--- src/rtl/Mem.sv ---
// Mem: shared memory-word types used by the L1 caches and the memory controller.
//   w_t     : one memory data word
//   waddr_t : word address
package Mem;
  typedef logic [31:0] w_t;
  typedef logic [29:0] waddr_t;
endpackage

--- src/rtl/l1cache_mem_arbiter.sv ---
// l1cache_mem_arbiter
//   Round-robin arbiter that shares one memory server port between N L1 cache
//   clients. Only one transaction is outstanding at a time: the winning request
//   is latched, replayed to the server, and the server response is routed back
//   to the client that owns the transaction.
//
// Ports
//   clk, rst_n           clock, asynchronous active-low reset
//   c_req_valid/ready    per-client request handshake (ready only while idle)
//   c_req_we/addr/data   per-client request payload
//   c_resp_ack           per-client one-cycle response strobe
//   c_resp_data          response data, broadcast to all clients
//   m_req_valid/ready    request handshake towards the memory server
//   m_req_we/addr/data   registered request payload towards the server
//   m_resp_ack/data      server response strobe and read data
//
// Optional feature (macro L1CACHE_MEM_ARBITER_STATS_EN)
//   stat_grants[N]       saturating per-client grant counters
//   stat_wait[N]         saturating per-client count of cycles spent waiting
module l1cache_mem_arbiter #(
  parameter int N     = 2,
  parameter int IDX_W = (N > 1) ? $clog2(N) : 1
) (
  input  logic              clk,
  input  logic              rst_n,
  input  logic [N-1:0]      c_req_valid,
  output logic [N-1:0]      c_req_ready,
  input  logic [N-1:0]      c_req_we,
  input  Mem::waddr_t       c_req_addr [N],
  input  Mem::w_t           c_req_data [N],
  output logic [N-1:0]      c_resp_ack,
  output Mem::w_t           c_resp_data,
  output logic              m_req_valid,
  input  logic              m_req_ready,
  output logic              m_req_we,
  output Mem::waddr_t       m_req_addr,
  output Mem::w_t           m_req_data,
  input  logic              m_resp_ack,
  input  Mem::w_t           m_resp_data
`ifdef L1CACHE_MEM_ARBITER_STATS_EN
  ,
  output logic [31:0]       stat_grants [N],
  output logic [31:0]       stat_wait [N]
`endif
);

  typedef enum logic [1:0] {
    ST_IDLE  = 2'd0,
    ST_ISSUE = 2'd1,
    ST_WAIT  = 2'd2
  } state_t;

  state_t           state;
  state_t           state_nxt;
  logic [IDX_W-1:0] last;
  logic [IDX_W-1:0] owner;
  logic [IDX_W-1:0] grant_idx;
  logic [IDX_W-1:0] cand_idx;
  logic             grant_found;
  logic             accept;
  logic             complete;

  // Round-robin search: start one past the previous winner and wrap modulo N.
  always_comb begin
    grant_found = 1'b0;
    grant_idx   = '0;
    cand_idx    = '0;
    for (int k = 1; k <= N; k++) begin
      cand_idx = IDX_W'((int'(last) + k) % N);
      if (!grant_found && c_req_valid[cand_idx]) begin
        grant_found = 1'b1;
        grant_idx   = cand_idx;
      end
    end
  end

  // State register
  always_ff @(posedge clk or negedge rst_n) begin
    if (!rst_n) begin
      state <= ST_IDLE;
    end else begin
      state <= state_nxt;
    end
  end

  // Next-state logic
  always_comb begin
    state_nxt = state;
    case (state)
      ST_IDLE: begin
        if (grant_found) begin
          state_nxt = ST_ISSUE;
        end
      end
      ST_ISSUE: begin
        if (m_req_ready) begin
          state_nxt = m_resp_ack ? ST_IDLE : ST_WAIT;
        end
      end
      ST_WAIT: begin
        if (m_resp_ack) begin
          state_nxt = ST_IDLE;
        end
      end
      default: state_nxt = ST_IDLE;
    endcase
  end

  // Output decode. Ready is masked by rst_n so clients see no acceptance while
  // the block is held in reset.
  always_comb begin
    c_req_ready = '0;
    if (state == ST_IDLE && grant_found && rst_n) begin
      c_req_ready[grant_idx] = 1'b1;
    end
    accept   = (state == ST_IDLE) && grant_found;
    complete = ((state == ST_ISSUE) && m_req_ready && m_resp_ack) ||
               ((state == ST_WAIT) && m_resp_ack);
  end

  // Request latch, server-side valid, and registered completion towards the owner.
  always_ff @(posedge clk or negedge rst_n) begin
    if (!rst_n) begin
      last        <= IDX_W'(N - 1);
      owner       <= '0;
      m_req_valid <= 1'b0;
      m_req_we    <= 1'b0;
      m_req_addr  <= '0;
      m_req_data  <= '0;
      c_resp_ack  <= '0;
      c_resp_data <= '0;
    end else begin
      m_req_valid <= (state_nxt == ST_ISSUE);
      c_resp_ack  <= '0;
      if (accept) begin
        owner      <= grant_idx;
        last       <= grant_idx;
        m_req_we   <= c_req_we[grant_idx];
        m_req_addr <= c_req_addr[grant_idx];
        m_req_data <= c_req_data[grant_idx];
      end
      if (complete) begin
        c_resp_ack[owner] <= 1'b1;
        c_resp_data       <= m_resp_data;
      end
    end
  end

`ifdef L1CACHE_MEM_ARBITER_STATS_EN
  // Per-client counters stop at all-ones instead of wrapping.
  always_ff @(posedge clk or negedge rst_n) begin
    if (!rst_n) begin
      for (int i = 0; i < N; i++) begin
        stat_grants[i] <= '0;
        stat_wait[i]   <= '0;
      end
    end else begin
      for (int i = 0; i < N; i++) begin
        if (c_req_ready[i] && (stat_grants[i] != 32'hFFFF_FFFF)) begin
          stat_grants[i] <= stat_grants[i] + 32'd1;
        end
        if (c_req_valid[i] && !c_req_ready[i] && (stat_wait[i] != 32'hFFFF_FFFF)) begin
          stat_wait[i] <= stat_wait[i] + 32'd1;
        end
      end
    end
  end
`endif

  // A server ack can only legally arrive while a request is in flight.
  ack_in_idle: assert property (@(posedge clk) disable iff (!rst_n)
    !((state == ST_IDLE) && m_resp_ack))
    else $error("l1cache_mem_arbiter: m_resp_ack while idle");

  ack_before_accept: assert property (@(posedge clk) disable iff (!rst_n)
    !((state == ST_ISSUE) && m_resp_ack && !m_req_ready))
    else $error("l1cache_mem_arbiter: m_resp_ack before request accepted");

endmodule

--- config.mk ---
export PLATFORM = sky130hd
export DESIGN_NAME = l1cache_mem_arbiter
export DESIGN_NICKNAME = d
export VERILOG_FILES = /design/src/rtl/Mem.sv /design/src/rtl/l1cache_mem_arbiter.sv
export SDC_FILE = /design/constraint.sdc
export NUM_CORES = 1
export LEC_CHECK = 0
export CAP_MARGIN = 20
export CORE_ASPECT_RATIO = 0.6
export CORE_MARGIN = 2
export CORE_UTILIZATION = 45
export CTS_CLUSTER_DIAMETER = 100
export CTS_CLUSTER_SIZE = 28
export DETAILED_ROUTE_END_ITERATION = 6
export HOLD_SLACK_MARGIN = 0.06
export PLACE_DENSITY = 0.93
export SLEW_MARGIN = 20
export SYNTH_ARGS = -nofsm -noshare
export SYNTH_HDL_FRONTEND = slang
export SYNTH_SLANG_ARGS = --single-unit
--- constraint.sdc ---
create_clock -name clk -period 4.75 [get_ports clk]
set_input_delay 0.95 -clock clk [delete_from_list [all_inputs] [get_ports clk]]
set_output_delay 0.95 -clock clk [all_outputs]
set_load 0.05 [all_outputs]
==> reports/results.ini, run 1 <==
[synthesis]
netlist_top_cells_area=dfrtp_1 45%, mux2_2 18%, mux2_4 8.0%
postSynth.asyncResetShare_pct=100
synth_fp_nets=646
yosys_warnings=0
synth_enable_flop_cells=0
synth.distinct_cells=29
postSynthAreaPerCell_um2=11.6
synthCells=482
synth_seq_cells=102
syn-cell-area_um2=5600
synth-main-ff-cell=dfrtp_1
synthDominantCellAreaShare_pct=45.1
synth_top_cell_by_area=dfrtp_1
yosysSeqAreaShare_pct=45.6

[clock_tree]
cts.hold.buffers_added=0
tritoncts=built
numCtsBuffers=9
ctsResizeCount=0
clkLatencyLatePin_ns=0.34
cts_root_buffer=clkbuf_16
cts_num_sinks=102
cts_setup_buffers=0
clockBufferDepth=2
clk_pin_slew_ns=0.07
h-tree-depth=3

[global_routing]
antenna_found_initial=0
grt_pass1_wl_um=26500
overflow=0
grt_max_degree=68
grt_pass1_vias=4979
grt_use_total_pct=24.9

[critical_path]
setup.worst_path.class=input port to primary output
critPathRequiredTime_ns=3.80
r2r-end=c_resp_data[26]
r2r_setup_slack_ns=2.71
startpoint=c_req_valid[0]
worstRegToRegCells=4
endpoint_kind=primary output
critPathMaxFanout=4
cp_data_arrival_time_ns=2.80
start_kind=input port
endpoint=c_req_ready[0]
worstReg2RegStart=state[0]

[floorplanning]
initial_utilization_pct=46.3
num_io_pins=264
die_width_um=148
placementRows=31
die_h_um=90.4
core_area_um2=12100
dieArea_um2=13400

[timing]
fin_crit_sh_pct=79.0
grt_setup_unrepaired=no
drv_slew=0
fin_skew_ns=0.00853
tns_ns=0
timing.fmax_mhz=267
hold_viol_final=0
setup_viol=0
min_period_ns=3.75
relSlewSlack_pct=42.8
setup_slack_ns=0.999
hold_ws_ns=0.507
tightestPinTransition_ns=0.857

[drt]
drt_pass1_iterations=5
drcViolationCount=0
ant_nets=0
via_per_inst=5.41
dr.first_iter.drc_count=224
vias=4818
wl_per_cell_um=18.9
finalWirelength_um=16900

[finish]
areaGrowthSynthToFinish_pct=53.4
final-instance-count-excl-fill=891
fin_util_pct=71.0
antenna_cells=0
finish.instance_area_um2=8590
mostFrequentLayoutCells=261 x clkdlybuf4s50_1, 101 x dfrtp_1, 89 x mux2_2
drive_above_1_share_pct=20.8
final_common_cell=clkdlybuf4s50_1
nFillCells=866
nets=885

[placement]
placed_cells=875
place_area_um2=8280
place_hpwl_um=12200
place_congestion=0.814
place_ws_ns=1.02
io_buffer_count=263

[status]
outcome=complete, no violations

[power_and_ir_drop]
peakVddDrop_mv=0.407
p_leak_nw=3.44
p_total_mw=5.90
p_per_area_nw_per_um2=686

[hold_path]
hp-class=flip-flop to flip-flop

[run]
maxCapViolations=0

cells by family (layout without fill, tap and decap cells):
logic type | after synthesis | count (layout) | synth area share [%]
simple gates | 107 | 107 | 9.87
buf+inv | 43 | 287 | 4.07
mux | 126 | 126 | 27.3
compound gates | 104 | 104 | 13.1
flops | 102 | 102 | 45.6
how the worst min path moves through the flow:
stage / from / cells past startpoint / slack (ns) / endpoint
after floorplan: owner / 1 / 0.48 / owner
after detailed placement: m_req_data[8] / 1 / 0.49 / m_req_data[8]
after CTS: m_req_data[8] / 1 / 0.51 / m_req_data[8]
after global placement: m_req_addr[25] / 1 / 0.49 / m_req_addr[25]
after global routing: m_req_data[12] / 1 / 0.52 / m_req_data[12]
final: m_req_data[8] / 1 / 0.51 / m_req_data[8]
worst max-delay path, cell delays in order:
cell	delay, ns
clkdlybuf4s50_1	0.61
a21boi_4	0.10
nor3b_1	0.28
clkdlybuf4s50_1	0.86
power by group:
group	leakage (nW)	internal (mW)	switching [mW]
registers	1.24	1.28	0.274
clock network	0.146	0.419	0.336
logic	2.06	1.39	2.20
total	3.44	3.08	2.81
registers in the layout, indices dropped and copies added, names as in the netlist:
signal,count
c_resp_data,32
m_req_valid,1
c_resp_ack,2
m_req_we,1
m_req_data,32
state,2
owner,1
last,1
m_req_addr,30
per-layer routing:
layer  vias up  part of all wire [%]  track usage [%]
met3        26                   6.1             4.85
met1      2335                    41             31.6
met4         0                   2.0             7.14
li1       2237                     -                -
met5         -                     0                0
met2       220                    50             43.6
cell usage after synthesis, types with 2 or more instances:
| library cell | count |
|---|---|
| a211oi_1 | 32 |
| a21boi_0 | 32 |
| and3_1 | 2 |
| buf_1 | 3 |
| buf_2 | 11 |
| buf_4 | 2 |
| buf_6 | 6 |
| clkbuf_1 | 21 |
| dfrtp_1 | 101 |
| mux2_1 | 7 |
| mux2_2 | 89 |
| mux2_4 | 30 |
| nand2_1 | 2 |
| nand2b_1 | 34 |
| nor2_1 | 32 |
| nor3_1 | 32 |
| o21ai_0 | 3 |
| o22ai_1 | 32 |
layout make-up:
cell class | instances | area, um2 | area share [%]
clock buffers | 10 | 229 | 2.66
clock inverters | 6 | 75.1 | 0.874
multi-input cells | 337 | 2840 | 33.1
flip-flops and latches | 102 | 2550 | 29.7
well taps | 165 | 206 | 2.40
repair buffers | 271 | 2690 | 31.3
(Power assumes the default switching activity.)
==> run 2, diff against run 1 <==
Settings changed: CORE_UTILIZATION 45 to 42, PLACE_DENSITY 0.93 to 0.88.
Clock period 4.75 ns to 3.63 ns, I/O delays scaled along.
==> run 2 against run 1 <==
  * Global-route usage fell by 2.6 points
  * Via count rose by 0.21%
  * Setup slack got worse by 0.23 ns
  * Utilization fell by 3.9 points
  * Cell area rose by 1.0%
  * Clock power rose by 47%
  * Critical path type unchanged
  * Critical endpoint is now c_req_ready[1]
  * Largest power group unchanged
==> reports/results.ini, run 2 (synthesized netlist as in run 1, its figures left out) <==
[floorplanning]
die_h_um=93.5  ; +3.4%
die_width_um=153  ; +3.4%
dieArea_um2=14300  ; +6.9%
initial_utilization_pct=43.3  ; -3.0 points
num_io_pins=264  ; unchanged
core_area_um2=12900  ; +6.9%
placementRows=32  ; +3.2%

[run]
maxCapViolations=0  ; unchanged

[finish]
mostFrequentLayoutCells=259 x clkdlybuf4s50_1, 101 x dfrtp_1, 89 x mux2_2
nets=888  ; +0.34%
antenna_cells=0  ; unchanged
drive_above_1_share_pct=21.0  ; +0.19 points
areaGrowthSynthToFinish_pct=55.0
nFillCells=977  ; +13%
final_common_cell=clkdlybuf4s50_1
top_regs=c_resp_data (32), m_req_data (32), m_req_addr (30)

[drt]
wl_per_cell_um=18.0  ; -4.8%
drt_pass1_iterations=5  ; unchanged
dr.first_iter.drc_count=232  ; +3.6%
drcViolationCount=0  ; unchanged
finalWirelength_um=16200  ; -4.0%
via_per_inst=5.37  ; -0.68%
ant_nets=0  ; unchanged
vias=4828  ; +0.21%

[critical_path]
critPathRequiredTime_ns=2.90  ; -0.90 ns
cp_data_arrival_time_ns=2.13  ; -0.67 ns
startpoint=c_req_valid[1]
critPathMaxFanout=9  ; +5
setup.worst_path.class=input port to primary output
endpoint_kind=primary output
start_kind=input port
worstReg2RegStart=state[0]

[clock_tree]
h-tree-depth=3  ; unchanged
clkLatencyLatePin_ns=0.33  ; about the same
cts_setup_buffers=0  ; unchanged
cts.hold.buffers_added=0  ; unchanged
tritoncts=built
ctsResizeCount=0  ; unchanged
numCtsBuffers=9  ; unchanged
clockBufferDepth=2  ; unchanged
cts_root_buffer=clkbuf_16
clk_pin_slew_ns=0.07  ; about the same
cts_num_sinks=102  ; unchanged

[placement]
place_hpwl_um=12000  ; -2.2%
io_buffer_count=263  ; unchanged
place_congestion=0.783  ; -3.8%

[timing]
timing.fmax_mhz=350
fin_skew_ns=0.00520  ; -0.00333 ns
tightestPinTransition_ns=0.974  ; +0.117 ns
tns_ns=0  ; unchanged
min_period_ns=2.86
hold_viol_final=0  ; unchanged
drv_slew=0  ; unchanged
setup_viol=0  ; unchanged
grt_setup_unrepaired=no
fin_crit_sh_pct=78.7
relSlewSlack_pct=35.1  ; -7.8 points

[global_routing]
grt_use_total_pct=22.3  ; -2.6 points
grt_pass1_wl_um=26000  ; -2.0%
antenna_found_initial=0  ; unchanged
overflow=0  ; unchanged
grt_pass1_vias=5118  ; +2.8%
grt_max_degree=68  ; unchanged

[power_and_ir_drop]
peakVddDrop_mv=0.468  ; +15%
p_leak_nw=3.48  ; +1.2%
p_per_area_nw_per_um2=899  ; +31%
p_total_mw=7.81  ; +32%

[status]
outcome=complete, no violations

[hold_path]
hp-class=input port to async pin

==> run 2: cell count changes in the layout (fill, tap and decap cells not counted), sizes merged <==
cell           change
buf                +5
bufinv             +2
clkbuf             +1
clkdlybuf4s50      -2
clkinv             +1
inv                -4
==> run 2: through the flow <==
stage | hold slack [ns] | setup WS [ns] | std cells | instance area (um2) | utilization (%)
3_3_place_gp | 0.488 | 0.740 | 883 | 8330 | 64.4
6_report | 0.195 | 0.772 | 899 | 8680 | 67.1
3_5_place_dp | 0.493 | 0.667 | 883 | 8330 | 64.4
2_1_floorplan | 0.430 | 0.584 | 482 | 5600 | -
4_1_cts | 0.179 | 0.765 | 899 | 8680 | 67.1
5_1_grt | 0.172 | 0.717 | 899 | 8680 | 67.1
==> run 2: worst max-delay path, stage by stage <==
cell,delay [ns]
clkdlybuf4s50_1,0.56
a21boi_4,0.43
and3_1,0.27
buf_12,0.15
==> run 2: path summary, 6_finish.rpt <==
| path | to | slack, ns | depth (start not counted) |
|---|---|---|---|
| worst max-delay path | c_req_ready[1] | 0.77 | 4 |
| worst min-delay path | m_req_addr[24] | 0.20 | 1 |
| worst max register to register | c_resp_ack[1] | 1.12 | 4 |
| worst min register to register | m_req_addr[7] | 0.51 | 1 |
| max in group asynchronous | m_req_data[14] | 1.94 | 3 |
| min in group clk | m_req_addr[7] | 0.51 | 1 |
==> run 2: area by class of cell <==
type / instances / area (um2) / area share (%)
clock inverter: 5 / 106 / 1.23
sequential: 102 / 2550 / 29.4
multi-input combinational: 337 / 2840 / 32.7
tap: 170 / 213 / 2.45
clock buffer: 11 / 243 / 2.80
timing repair buffer: 274 / 2730 / 31.4
==> run 2: power breakdown <==
part	internal, mW	leakage (nW)	total, mW	switching (mW)
logic	1.83	2.08	4.64	2.81
clock network	0.695	0.166	1.11	0.412
registers	1.67	1.24	2.06	0.387
==> run 2: layer usage <==
layer | share of wire [%] | wire length [um] | vias up | global-route usage, %
met5 | 0 | 0 | - | 0
met4 | 1.2 | 190 | 0 | 5.02
met3 | 7.5 | 1210 | 16 | 5.10
met2 | 50 | 8110 | 216 | 39.6
met1 | 41 | 6690 | 2362 | 28.0
li1 | - | - | 2234 | -
==> run 3, diff against run 2 <==
Clock period 3.63 ns to 2.9 ns, I/O delays scaled along.
==> run 3 against run 2 <==
  * Final cell count is 0.22% higher
  * Flip-flop and latch count unchanged
  * Via count is 0.31% higher
  * Critical endpoint unchanged
  * Register-to-register slack lost 0.24 ns
  * Hold slack got worse by 0.061 ns
  * Power rose by 24%
  * Die area stayed put
  * Non-clock buffer count is 3 higher
  * Critical path type unchanged
  * Combinational power increased by 26%
  * Largest power group unchanged
  * Global-route usage is 0.55 points higher
  * Clock power increased by 11%
  * Critical path depth did not move
==> reports/results.ini, run 3 (synthesized netlist as in run 1, its figures left out) <==
[status]
outcome=complete, no violations

[finish]
antenna_cells=0  ; unchanged
nets=891  ; +0.34%
fin_util_pct=67.3  ; +0.15 points
areaGrowthSynthToFinish_pct=55.3
finish.instance_area_um2=8700  ; +0.22%
final_common_cell=clkdlybuf4s50_1
top_regs=c_resp_data (32), m_req_data (32), m_req_addr (30)
final-instance-count-excl-fill=901  ; +0.22%
mostFrequentLayoutCells=259 x clkdlybuf4s50_1, 101 x dfrtp_1, 89 x mux2_2
drive_above_1_share_pct=21.2  ; +0.22 points

[hold_path]
hp-class=input port to async pin

[timing]
tns_ns=0  ; unchanged
setup_slack_ns=0.309  ; -0.463 ns
min_period_ns=2.59
drv_slew=0  ; unchanged
fin_crit_sh_pct=89.3
relSlewSlack_pct=55.1  ; +20 points
setup_viol=0  ; unchanged
hold_ws_ns=0.134  ; -0.0614 ns
tightestPinTransition_ns=0.673  ; -0.300 ns
grt_setup_unrepaired=no
fin_skew_ns=0.00831  ; +0.00312 ns
hold_viol_final=0  ; unchanged
timing.fmax_mhz=386

[clock_tree]
numCtsBuffers=9  ; unchanged
cts.hold.buffers_added=0  ; unchanged
clk_pin_slew_ns=0.07  ; about the same
ctsResizeCount=0  ; unchanged
cts_root_buffer=clkbuf_16
clockBufferDepth=2  ; unchanged
cts_num_sinks=102  ; unchanged
cts_setup_buffers=0  ; unchanged
tritoncts=built
clkLatencyLatePin_ns=0.34  ; about the same
h-tree-depth=3  ; unchanged

[drt]
via_per_inst=5.38  ; about the same
vias=4843  ; +0.31%
drt_pass1_iterations=5  ; unchanged
routed.top_layer=met4
ant_nets=0  ; unchanged
wl_per_cell_um=18.4  ; +2.0%
finalWirelength_um=16600  ; +2.2%
met1_length_um=7020  ; +4.9%
dr_wl_met3_um=961  ; -21%
dr.first_iter.drc_count=192  ; -17%
drcViolationCount=0  ; unchanged
route.met2.wl_um=8410  ; +3.7%

[floorplanning]
dieArea_um2=14300  ; unchanged
die_width_um=153  ; unchanged
die_h_um=93.5  ; unchanged
num_io_pins=264  ; unchanged
core_area_um2=12900  ; unchanged
placementRows=32  ; unchanged
initial_utilization_pct=43.3  ; unchanged

[global_routing]
grt_max_degree=84  ; +24%
grt_use_total_pct=22.9  ; +0.55 points
antenna_found_initial=0  ; unchanged
overflow=0  ; unchanged
grt_pass1_wl_um=26500  ; +2.0%
grt_pass1_vias=5205  ; +1.7%

[critical_path]
cp_top_family=buffers and inverters
critPathMaxFanout=9  ; unchanged
setup.worst_path.class=input port to primary output
max_stage_delay_ns=0.57  ; about the same
start_kind=input port
startpoint=c_req_valid[1]
crit_buf_inv=2  ; unchanged
cp_data_arrival_time_ns=2.01  ; -0.12 ns
endpoint_kind=primary output
critPathRequiredTime_ns=2.32  ; -0.58 ns
worstReg2RegStart=state[0]
path_cells=clkdlybuf4s50_1 -> a21boi_4 -> and3_1 -> buf_12
slowest_stage=clkdlybuf4s50_1

[placement]
placed_cells=886  ; +0.34%
io_buffer_count=263  ; unchanged
place_area_um2=8400  ; +0.87%
place_hpwl_um=12200  ; +2.1%
place_congestion=0.831  ; +6.1%
place_ws_ns=0.218  ; -0.450 ns

[run]
maxCapViolations=0  ; unchanged

[power_and_ir_drop]
p_total_mw=9.66  ; +24%
p_leak_nw=3.49  ; +0.24%
p_per_area_nw_per_um2=1110  ; +23%
peakVddDrop_mv=0.571  ; +22%

==> run 3: cell count changes in the layout (fill, tap and decap cells not counted), sizes merged <==
cell / previous run / this run
bufinv: 3 / 1
inv: 0 / 2
clkinv: 1 / 0
buf: 15 / 18
==> run 3: worst reg2reg max path, delay by kind of cell, from the launching register on <==
kind	cells	cell delay, ns
flops	1	0.78
compound gates	1	0.20
simple gates	2	0.56
buf+inv	1	0.36
==> run 3: where the power goes <==
| group | switching [mW] | leakage, nW | internal, mW |
|---|---|---|---|
| logic | 3.54 | 2.11 | 2.32 |
| clock network | 0.530 | 0.143 | 0.696 |
| registers | 0.480 | 1.24 | 2.09 |
| total | 4.55 | 3.49 | 5.11 |
==> run 3: final timing paths <==
path,depth (start not counted),slack (ns),endpoint
worst max-delay path,4,0.31,c_req_ready[1]
worst min-delay path,1,0.13,m_req_data[30]
worst max register to register,4,0.88,c_resp_data[3]
worst min register to register,1,0.51,m_req_addr[1]
max in group asynchronous,2,2.02,m_req_addr[1]
min in group clk,1,0.51,m_req_addr[1]
==> run 3: cell type report <==
cell class                 count  area, um2
multi-input combinational    337       2840
clock inverter                 4       55.1
tap                          170        213
fill                         977       4230
timing repair buffer         277       2800
clock buffer                  11        243
sequential                   102       2550
==> run 3: metal layers <==
metal  vias to the layer above  GRT usage (%)
met5                         -              0
met4                         0           5.56
met3                        14           4.45
met2                       187           40.4
met1                      2395           29.2
li1                       2247              -
